<file path="src/rtl/neural_layer_engine.sv">
// Purpose: sequential fully-connected layer engine; streams one input vector through up to LMAX layers and streams out the final layer.
// Latency: one NEXT cycle plus nk(L)*(nk(L-1)+2) cycles per computed layer, after nk(0) load beats; done one cycle after the last output beat.
// Backpressure: in_ready only in LOAD; DRAIN holds out_data stable while out_ready=0.
//
// Ports:
//   clk, reset             single clock, synchronous active-low reset
//   cfg_we/cfg_layer/cfg_nk layer-table write (ignored while busy, clamped to NMAX)
//   num_layers, start      run request, accepted from IDLE only
//   in_valid/in_data/in_ready    input-vector stream (layer 0)
//   w_addr/w_data          weight ROM {layer, neuron, input}, data one cycle after address
//   out_valid/out_data/out_ready result stream of the final layer
//   busy, done             busy outside IDLE; done pulses at end of run or abort
module neural_layer_engine #(
    parameter int DW   = 8,
    parameter int NMAX = 16,
    parameter int LMAX = 4,
    parameter int FRAC = 4,
    parameter int RELU = 1,
    localparam int AW  = $clog2(NMAX),
    localparam int LW  = $clog2(LMAX)
) (
    input  logic                   clk,
    input  logic                   reset,
    input  logic                   cfg_we,
    input  logic [LW-1:0]          cfg_layer,
    input  logic [AW:0]            cfg_nk,
    input  logic [LW:0]            num_layers,
    input  logic                   start,
    input  logic                   in_valid,
    input  logic [DW-1:0]          in_data,
    output logic                   in_ready,
    output logic [AW*2+LW-1:0]     w_addr,
    input  logic signed [DW-1:0]   w_data,
    output logic                   out_valid,
    output logic [DW-1:0]          out_data,
    input  logic                   out_ready,
    output logic                   busy,
    output logic                   done
);
    localparam int ACW = 2*DW + AW;
    localparam logic [AW:0]     N_ONE = 1;
    localparam logic [LW:0]     NL_ONE = 1;
    localparam logic [LW-1:0]   L_ONE = 1;
    localparam logic signed [ACW-1:0] SMAX = ACW'((1 << (DW-1)) - 1);
    localparam logic signed [ACW-1:0] SMIN = ~SMAX;

    typedef enum logic [2:0] {S_IDLE, S_LOAD, S_MAC, S_FLUSH, S_WRITE, S_NEXT, S_DRAIN} state_t;

    state_t state, state_nxt;

    logic [LW-1:0] l;
    logic [AW-1:0] j, i, k;
    // sel is the bank being read; the layer under construction is always mem[~sel].
    logic          sel;
    logic [LW:0]   nl_r;
    logic [AW:0]   nk_tab [LMAX];
    logic signed [DW-1:0] mem [2][NMAX];

    logic signed [DW-1:0]    act_d;
    logic                    pv, pfirst;
    logic signed [2*DW-1:0]  prod;
    logic signed [ACW-1:0]   prod_ext, acc, sh, rl;
    logic signed [DW-1:0]    wr_val;

    logic [AW:0] nin, nout, nk_nxt;
    logic        last_i, last_j, last_k, last_l, start_ok;

    assign nin    = nk_tab[l - L_ONE];
    assign nout   = nk_tab[l];
    assign nk_nxt = nk_tab[l + L_ONE];
    assign last_i = ({1'b0, i} == nin - N_ONE);
    assign last_j = ({1'b0, j} == nout - N_ONE);
    // LOAD (l=0) and DRAIN (l=last layer) both count to nk(l).
    assign last_k = ({1'b0, k} == nout - N_ONE);
    assign last_l = ({1'b0, l} == nl_r - NL_ONE);
    assign start_ok = start && (num_layers != '0) && (num_layers <= (LW+1)'(LMAX))
                      && (nk_tab[0] != '0);

    assign prod     = act_d * w_data;
    assign prod_ext = {{AW{prod[2*DW-1]}}, prod};

    // Requantise: scale, optional ReLU on hidden layers, then saturate to DW bits.
    always_comb begin
        sh = acc >>> FRAC;
        rl = sh;
        if (RELU != 0 && !last_l && sh < 0)
            rl = '0;
        if (rl > SMAX)
            wr_val = SMAX[DW-1:0];
        else if (rl < SMIN)
            wr_val = SMIN[DW-1:0];
        else
            wr_val = rl[DW-1:0];
    end

    always_ff @(posedge clk) begin
        if (!reset)
            state <= S_IDLE;
        else
            state <= state_nxt;
    end

    always_comb begin
        state_nxt = state;
        case (state)
            S_IDLE:  if (start_ok) state_nxt = S_LOAD;
            S_LOAD:  if (in_valid && last_k) state_nxt = last_l ? S_DRAIN : S_NEXT;
            S_MAC:   if (last_i) state_nxt = S_FLUSH;
            S_FLUSH: state_nxt = S_WRITE;
            S_WRITE: if (last_j) state_nxt = last_l ? S_DRAIN : S_NEXT;
                     else        state_nxt = S_MAC;
            S_NEXT:  state_nxt = (nk_nxt == '0) ? S_IDLE : S_MAC;
            S_DRAIN: if (out_ready && last_k) state_nxt = S_IDLE;
            default: state_nxt = S_IDLE;
        endcase
    end

    always_comb begin
        busy      = (state != S_IDLE);
        in_ready  = (state == S_LOAD);
        out_valid = (state == S_DRAIN);
        out_data  = out_valid ? mem[~sel][k] : '0;
        w_addr    = (state == S_MAC) ? {l, j, i} : '0;
    end

    always_ff @(posedge clk) begin
        if (!reset) begin
            l      <= '0;
            j      <= '0;
            i      <= '0;
            k      <= '0;
            sel    <= 1'b0;
            nl_r   <= '0;
            acc    <= '0;
            act_d  <= '0;
            pv     <= 1'b0;
            pfirst <= 1'b0;
            done   <= 1'b0;
            for (int n = 0; n < LMAX; n++)
                nk_tab[n] <= '0;
        end else begin
            done <= 1'b0;
            // Activation is delayed to line up with the registered ROM data.
            pv     <= (state == S_MAC);
            pfirst <= (state == S_MAC) && (i == '0);
            act_d  <= mem[sel][i];
            if (pv)
                acc <= pfirst ? prod_ext : acc + prod_ext;
            if (cfg_we && state == S_IDLE)
                nk_tab[cfg_layer] <= (cfg_nk > (AW+1)'(NMAX)) ? (AW+1)'(NMAX) : cfg_nk;
            case (state)
                S_IDLE: if (start_ok) begin
                    nl_r <= num_layers;
                    l    <= '0;
                    j    <= '0;
                    i    <= '0;
                    k    <= '0;
                    // Start inverted so LOAD fills bank 0 and the first NEXT points reads at it.
                    sel  <= 1'b1;
                end
                S_LOAD: if (in_valid) k <= last_k ? '0 : k + 1'b1;
                S_MAC:  i <= last_i ? '0 : i + 1'b1;
                S_WRITE: begin
                    j <= last_j ? '0 : j + 1'b1;
                    k <= '0;
                end
                S_NEXT: begin
                    l   <= l + L_ONE;
                    sel <= ~sel;
                    if (nk_nxt == '0)
                        done <= 1'b1;
                end
                S_DRAIN: if (out_ready) begin
                    k <= k + 1'b1;
                    if (last_k)
                        done <= 1'b1;
                end
                default: ;
            endcase
        end
    end

    // Neuron banks carry no reset.
    always_ff @(posedge clk) begin
        if (reset) begin
            if (state == S_LOAD && in_valid)
                mem[~sel][k] <= in_data;
            else if (state == S_WRITE)
                mem[~sel][j] <= wr_val;
        end
    end
endmodule

</file>
<file path="config.mk">
export PLATFORM = sky130hd
export DESIGN_NAME = neural_layer_engine
export DESIGN_NICKNAME = d
export VERILOG_FILES = /design/src/rtl/neural_layer_engine.sv
export SDC_FILE = /design/constraint.sdc
export NUM_CORES = 1
export LEC_CHECK = 0
export ABC_AREA = 1
export ABC_CLOCK_PERIOD_IN_PS = 13000
export CELL_PAD_IN_SITES_DETAIL_PLACEMENT = 1
export CELL_PAD_IN_SITES_GLOBAL_PLACEMENT = 1
export CORE_MARGIN = 2
export CORE_UTILIZATION = 52
export CTS_CLUSTER_DIAMETER = 60
export DETAILED_ROUTE_END_ITERATION = 12
export GPL_TIMING_DRIVEN = 0
export PLACE_DENSITY = 0.95
export SYNTH_ARGS = -nofsm -noshare
export SYNTH_HDL_FRONTEND = slang
export SYNTH_SLANG_ARGS = --single-unit
</file>
<file path="constraint.sdc">
create_clock -name clk -period 13 [get_ports clk]
set_clock_uncertainty 0.15 [all_clocks]
set_input_delay 2.6 -clock clk [delete_from_list [all_inputs] [get_ports clk]]
set_output_delay 2.6 -clock clk [all_outputs]
set_load 0.02 [all_outputs]
</file>
### Word-level counts from Yosys, hierarchy flattened

Memory sizes are Yosys's and may differ from the RTL's. A register that Yosys moved wholly into a read port is not among the register bits.
Cells that the tools add are included.

| word-level totals | value |
|---|---|
| flip-flop bits (word level) | 52 |
| bits in writable memories | 276 |
| input bits | 32 |
| output and inout bits | 22 |
| memories kept | 2 |

Memory list:

| name | depth | bits a word | read ports | clocked after memory_dff | wr ports | RTL line | text |
|---|---|---|---|---|---|---|---|
| mem | 2 | 128 | 2 | 1 | 1 | 57 | `logic signed [DW-1:0] mem [2][NMAX];` |
| nk_tab | 4 | 5 | 4 | 1 | 4 | 56 | `logic [AW:0] nk_tab [LMAX];` |

| operators by class | value |
|---|---|
| $add $sub $neg | 9 |
| multiply operators | 1 |
| $lt $le $gt $ge | 10 |
| equality and inequality tests | 16 |
| mux-type cells | 188 |
| bitwise gates (word level) | 132 |
| reduce and logical (&&, ||, !) cells | 29 |

Operators with widths:

| kind | count |
|---|---|
| two-way mux 128 bit | 2 |
| two-way mux 1 bit | 144 |
| bitwise OR 1 bit | 128 |
| two-way mux 8 bit | 9 |
| binary-select mux 8 bit (select 4 bit) | 2 |
| demux 8 bit (select 4 bit) | 2 |
| two-way mux 20 bit | 2 |
| two-way mux 4 bit | 6 |
| one-hot mux 3 bit (7 select lines) | 1 |
| adder 20 x 16 -> 20 bit | 1 |
| > comparator 20 x 8 -> 1 bit (second input constant) | 1 |
| < comparator 20 x 8 -> 1 bit (second input constant) | 1 |
| < comparator 16 x 1 -> 1 bit (second input constant) | 1 |
| multiplier 8 x 8 -> 16 bit | 1 |
| one-hot mux 4 bit (2 select lines) | 2 |
| one-hot mux 4 bit (4 select lines) | 1 |
| == test 4 x 5 -> 1 bit | 3 |
| greater-or-equal comparator 5 bit (second input constant) | 3 |
| two-way mux 3 bit | 5 |
| NOT 4 -> 5 bit | 3 |
| adder 4 x 1 -> 4 bit (second input constant) | 3 |
| two-way mux 2 bit | 6 |
| logical AND 1 bit | 11 |
| < comparator 5 x 1 -> 1 bit (second input constant) | 2 |
| other kinds (28) | 45 |

### Longest topological paths before layout

Gate-level depths: netlist of run 1.

| logic depth | value |
|---|---|
| word-level depth | 9 |
| depth in mapped cells | 35 |

### Worst setup path after synthesis of run 1

OpenSTA, ideal clock, no wires.

| timing path | value |
|---|---|
| path kind | input to register |
| from | input w_data[2] |
| to | register acc[19] |
| setup time | 0.109 ns |
| arrival time | 7.706 ns |
| setup slack | 5.035 ns |
| cell stages on the path | 28 |
| path buffers | 1 |
| path through | clkbuf_1 -> nand2_1 -> inv_1 -> fa_1 -> inv_1 -> fa_1 -> inv_1 -> fa_1 -> inv_1 -> fa_1 -> inv_1 -> ha_1 -> nand2_1 -> nor3_1 -> nand3_1 -> nand4_1 -> xnor2_1 -> ha_1 -> a21oi_1 -> o21ai_0 -> a21oi_1 -> nand3_1 -> nand2_1 -> nand3_1 -> xor2_1 -> nand2_1 -> nand2_1 -> inv_1 |

| between the ends | value |
|---|---|
| word-level cells in the longest chain between the ends | 3 |

RTL lines:

| what | RTL line | text |
|---|---|---|
| from (decl) | 33 | `input logic signed [DW-1:0] w_data,` |
| multiplier 8 x 8 -> 16 bit * | 79 | `assign prod = act_d * w_data;` |
| adder 20 x 16 -> 20 bit | 148 | `acc <= pfirst ? prod_ext : acc + prod_ext;` |
| two-way mux 20 bit * | 148 |  |
| to (signal assigned) | 148 |  |
| to (decl) | 62 | `logic signed [ACW-1:0] prod_ext, acc, sh, rl;` |

Every way passes the cells marked *; elsewhere a longest branch is shown, timed or not.
A chain may end at the register's enable or synchronous reset.

### Final worst setup path of run 1

| timing path | value |
|---|---|
| from | input w_data[7] |
| to | register acc[19] |

Same word-level chain as after synthesis.

==> run_results.csv, run 1 <==
group,metric,value,unit
floorplan,start_util,0.526,
floorplan,chipHeight,210,microns
clock_network,postCtsSetupBuffers,0,
grt,globalRouteOverflowTotal,0,
placement,dpl.cell_count,3282,
logic_synthesis,yosysWarningCount,0,
logic_synthesis,synth_ff_type,"edfxtp_1",
final_layout,final_nets,2936,
worst_setup_path,setup.worst_path.class,"primary input to register",
routing,dr_total_vias,22800,
power_and_ir_drop,worst_ir_drop_vdd,0.265,mV
routing,drt_drc_violations_left,0,
run_status,status,"complete, no violations",
sta,setup_tns,0,ps
routing,dr.pass1.iters,5,
worst_setup_path,cpPeakStageDelay,760,ps
logic_synthesis,avgSynthCellArea,8.14,sq um
clock_network,clock_path_buffers,3,
hold_path,hold_path_startpoint,"nl_r[2]",
floorplan,die_w,210,microns
clock_network,hold_buffers,0,
logic_synthesis,synth_nets,2857,
routing,detail_route.wl_per_cell,30.4,microns
sta,setup_violations,0,
sta,drv_slew,0,
clock_network,clk_latency,600,ps
worst_setup_path,arrival,9120,ps
sta,tightest_slew,1290,ps
logic_synthesis,synth_area,22000,sq um
grt,grt_pass1_vias,23700,
final_layout,fill_cells,5085,
floorplan,core_region_area,41900,sq um
logic_synthesis,synthCells,2705,
power_and_ir_drop,p_leak,9.60,nW
logic_synthesis,synth_cell_types,53,
logic_synthesis,seq_area_frac_synth,0.427,
worst_setup_path,required,13340,ps
clock_network,cts_tree,"built",
placement,place_congestion,1.01,
final_layout,stdcell_count,3352,
floorplan,io_pins,54,
grt,antenna_found_initial,2,
clock_network,clock-sinks,331,
sta,fin_crit,8780,ps
routing,drt_wl_total,102000,microns
clock_network,h-tree-depth,2,
logic_synthesis,netlist.area_leader.share,0.376,
sta,slew_headroom,0.134,
floorplan,dieArea,44000,sq um
logic_synthesis,synth_edf_count,276,
sta,fin_crit_sh,0.675,
logic_synthesis,synthArstFlopShare,0,
power_and_ir_drop,power_density,177,nW/um^2
placement,dp_hpwl,72900,microns
job,cap_violations,0,
placement,place_ws,3660,ps
placement,portBuffers,38,
logic_synthesis,synth_largest_area_cell,"edfxtp_1",
logic_synthesis,synth_seq_cells,331,
routing,detail_route.iter0.violations,2825,
worst_setup_path,cp_max_fo,8,
sta,timing.fmax,114,MHz
grt,track_usage,0.461,
grt,grt_pass1_wl,148000,microns
floorplan,rows,75,
final_layout,area_growth,10.6,%
worst_setup_path,worst_setup_path_start_kind,"primary input",
clock_network,cts_resized,0,
sta,setup_ws,4220,ps
sta,grt_setup_unrepaired,"false",
clock_network,clk_pin_slew_worst_paths,60,ps
clock_network,cts_made_buffers,39,
logic_synthesis,synthTopCellsByArea,"edfxtp_1 38%, o21ai_0 8.2%, nand2_1 7.2%",
routing,ant_nets,0,
worst_setup_path,crit_slowest_cell,"xnor2_1",
final_layout,final_layout_size_suffix_gt1_frac,0.0491,
worst_setup_path,cp_common_cell,"inv_1",
worst_setup_path,startpoint,"w_data[7]",
clock_network,root_buffer,"clkbuf_16",
sta,finalHoldViolations,0,
worst_setup_path,worstSetupEndpointType,"register",
routing,post_drt_via_cell_ratio,6.81,
hold_path,hold_class,"register to register",
grt,grt_max_degree,15,
worst_setup_path,r2r_start,"act_d[4]",
[sequential cells by signal (all words and copies together) (netlist names), 4 cells and up, named ones only]
signal and cells:
i 4, act_d 8, nk_tab 20, k 4, acc 20, mem 256, j 4
[through the flow]
step | cell area [sq um] | hold WS [ps] | power, mW | utilization
6_report | 24400 | 345 | 4.32 | 0.582
5_1_grt | 24300 | 377 | 4.47 | 0.582
4_1_cts | 24300 | 353 | 4.22 | 0.582
3_5_place_dp | 23100 | 344 | 3.08 | 0.551
3_3_place_gp | 23100 | 302 | 2.94 | 0.551
2_1_floorplan | 22000 | 283 | 2.46 | -
[cell families after synthesis]
kind of cell | Yosys count | synth area share
adders and majority gates | 120 | 0.0873
xor gates and xnor gates | 33 | 0.0147
muxes | 1 | 0.000455
and+or+nand+nor | 971 | 0.185
DFF | 331 | 0.427
buffers and inverters | 471 | 0.0857
AOI/OAI and AO/OA | 778 | 0.200
[layout by cell type (no fill, tap or decap), drive strengths merged, types with 54 or more instances in the layout]
cell type / count
nand2: 426
nor2: 395
o21ai: 373
inv: 292
edfxtp: 276
a21oi: 205
clkbuf: 170
nand3: 98
o22ai: 77
ha: 64
fa: 56
dfxtp: 55
o211ai: 54
[cells in the mapped netlist, drive strengths merged, types with 54 or more instances]
cell,instances
o211ai,54
nand3,98
clkbuf,126
edfxtp,276
nor2,395
fa,56
inv,288
nand2,426
o22ai,77
dfxtp,55
a21oi,205
ha,64
o21ai,373
[final cells by class]
type                       count  area, sq um  share of cell area
multi-input combinational   1903        10700               0.441
sequential                   331         9390               0.386
inverter                     293         1100              0.0453
clock buffer                  44         1040              0.0426
buffer                       178          785              0.0322
tap                          539          674              0.0277
timing repair buffer          38          380              0.0156
clock inverter                24          240             0.00987
antenna                        2         5.00            0.000206
[layer usage]
metal  routed length [microns]  global-route usage  vias up
met5                        13                   0        -
met4                      9340               0.360        2
met3                     12000               0.117      555
met2                     45700               0.730     1763
met1                     34900               0.537    11100
li1                          -                   -     9399
[where the power goes]
part	total (mW)	switching (mW)	internal, mW
clock network	1.16	0.499	0.656
logic	1.97	1.40	0.575
registers	1.19	0.0188	1.17
total	4.32	1.92	2.40
[path summary, 6_finish.rpt]
check | slack, ps | depth (start not counted) | end
worst max-delay path | 4220 | 27 | acc[19]
worst min-delay path | 340 | 2 | nl_r[2]
worst max register to register | 6120 | 26 | acc[19]
worst min register to register | 340 | 2 | nl_r[2]
[critical path: cells and delay by family]
family	cells	cell delay [ps]
compound gates	3	540
buf+inv	6	960
simple gates	10	1160
fa+ha+maj	6	2930
xor+xnor	2	930
Power figures use the tool's default switching activity.
==> run 2: changes to the inputs <==
--- a/config.mk
+++ b/config.mk
@@ -6,15 +6,15 @@
 export NUM_CORES = 1
 export LEC_CHECK = 0
 export ABC_AREA = 1
-export ABC_CLOCK_PERIOD_IN_PS = 13000
+export ABC_CLOCK_PERIOD_IN_PS = 8800
 export CELL_PAD_IN_SITES_DETAIL_PLACEMENT = 1
 export CELL_PAD_IN_SITES_GLOBAL_PLACEMENT = 1
 export CORE_MARGIN = 2
-export CORE_UTILIZATION = 52
+export CORE_UTILIZATION = 48
 export CTS_CLUSTER_DIAMETER = 60
 export DETAILED_ROUTE_END_ITERATION = 12
 export GPL_TIMING_DRIVEN = 0
-export PLACE_DENSITY = 0.95
+export PLACE_DENSITY = 0.89
 export SYNTH_ARGS = -nofsm -noshare
 export SYNTH_HDL_FRONTEND = slang
 export SYNTH_SLANG_ARGS = --single-unit
==> constraint.sdc (replaced) <==
create_clock -name clk -period 8.8 [get_ports clk]
set_clock_uncertainty 0.15 [all_clocks]
set_input_delay 1.76 -clock clk [delete_from_list [all_inputs] [get_ports clk]]
set_output_delay 1.76 -clock clk [all_outputs]
set_load 0.02 [all_outputs]
==> run_results.csv, run 2 (synthesis results as in run 1) <==
group,metric,value,unit
run_status,status,"complete, no violations",
routing,ant_nets,0,
sta,tightest_slew,1290,ps
clock_network,cts_made_buffers,41,
clock_network,hold_buffers,0,
routing,dr_total_vias,22100,
placement,dp_hpwl,71300,microns
sta,grt_setup_unrepaired,"false",
clock_network,postCtsSetupBuffers,0,
sta,drv_slew,0,
routing,drt_wl_total,96200,microns
clock_network,clock-sinks,331,
final_layout,final_layout_size_suffix_gt1_frac,0.0497,
clock_network,cts_resized,0,
sta,slew_headroom,0.137,
final_layout,reg_top3,"mem: 256 flops, acc: 20 flops, nk_tab: 20 flops",
power_and_ir_drop,power_density,258,nW/um^2
sta,timing.fmax,127,MHz
routing,dr.pass1.iters,5,
final_layout,layout_commonest_cell,"nand2_1",
worst_setup_path,worstSetupEndpointType,"register",
final_layout,final_cell_mix,"424 x nand2_1, 393 x nor2_1, 360 x o21ai_0",
floorplan,rows,78,
worst_setup_path,cp_max_fo,8,
worst_setup_path,setup.worst_path.class,"primary input to register",
power_and_ir_drop,fin_total_pwr,6.33,mW
grt,track_usage,0.401,
final_layout,final_nets,2938,
clock_network,clk_pin_slew_worst_paths,60,ps
worst_setup_path,regToRegSetupSlack,2100,ps
sta,setup_tns,0,ps
sta,setup_violations,0,
hold_path,hold_class,"register to register",
placement,portBuffers,38,
placement,place_congestion,1.04,
final_layout,top_register,"mem",
worst_setup_path,worst_setup_path_start_kind,"primary input",
worst_setup_path,required,9170,ps
job,cap_violations,0,
routing,post_drt_via_cell_ratio,6.45,
clock_network,root_buffer,"clkbuf_16",
sta,hold_ws,333,ps
floorplan,dieArea,47600,sq um
grt,grt_pass1_vias,22600,
worst_setup_path,arrival,8270,ps
final_layout,largest_reg_flops,256,
grt,globalRouteOverflowTotal,0,
routing,detail_route.iter0.violations,2598,
final_layout,final_core_util,0.541,
clock_network,clock_path_buffers,3,
clock_network,h-tree-depth,2,
clock_network,cts_tree,"built",
floorplan,start_util,0.486,
routing,drt_drc_violations_left,0,
power_and_ir_drop,p_leak,9.64,nW
routing,detail_route.wl_per_cell,28.1,microns
floorplan,chipHeight,218,microns
floorplan,core_region_area,45300,sq um
grt,antenna_found_initial,4,
sta,fin_crit_sh,0.898,
final_layout,area_growth,11.3,%
floorplan,io_pins,54,
power_and_ir_drop,worst_ir_drop_vdd,0.427,mV
sta,fin_crit,7900,ps
clock_network,clk_latency,580,ps
grt,grt_max_degree,14,
sta,finalHoldViolations,0,
grt,grt_pass1_wl,141000,microns
floorplan,die_w,218,microns
==> run 2: path summary, 6_finish.rpt <==
path              cells past startpoint      start  endpoint
setup / recovery                     26  w_data[7]   acc[16]
hold / removal                        2    nl_r[1]   nl_r[1]
setup reg to reg                     27   act_d[7]   acc[16]
hold reg to reg                       2    nl_r[1]   nl_r[1]
==> run 2: layout make-up <==
type                       instances  area [sq um]
sequential                       331          9390
timing repair buffer              38           380
inverter                         293          1100
fill                            5510         20800
antenna                            5          12.5
multi-input combinational       1903         10700
buffer                           178           785
tap                              600           751
clock inverter                    23           240
clock buffer                      52          1110
==> run 2: power breakdown <==
part	internal [mW]	switching, mW
registers	1.73	0.0277
clock network	1.02	0.726
logic	0.839	1.99
total	3.59	2.75
==> run 2: layer usage <==
| metal | share of wire | vias to the layer above | global-route usage |
|---|---|---|---|
| li1 | - | 9417 | - |
| met1 | 0.37 | 10800 | 0.488 |
| met2 | 0.46 | 1525 | 0.648 |
| met3 | 0.11 | 375 | 0.0914 |
| met4 | 0.065 | 2 | 0.247 |
| met5 | 0.000094 | - | 0 |
==> run 2: critical path, stage by stage <==
cell and delay [ps]:
clkdlybuf4s50_1 550, inv_1 180, or2_2 330, fa_1 520
fa_1 550, inv_1 70, fa_1 530, inv_1 50
fa_1 550, inv_1 50, ha_1 340, nand2_1 130
nor2_1 50, nand3_1 100, nand4_1 110, xnor2_1 780
ha_1 380, a21oi_1 240, o21ai_0 190, a21oi_1 230
nand2_1 120, a21oi_1 140, o21ai_0 130, nand2_1 90
nand2_1 50, inv_1 50
==> run 2: through the flow <==
stage,worst slack (ps),std cells,instance area (sq um)
6_report,898,3423,24500
4_1_cts,972,3418,24500
3_3_place_gp,614,3343,23100
2_1_floorplan,1680,2705,22000
5_1_grt,538,3418,24500
3_5_place_dp,406,3343,23100
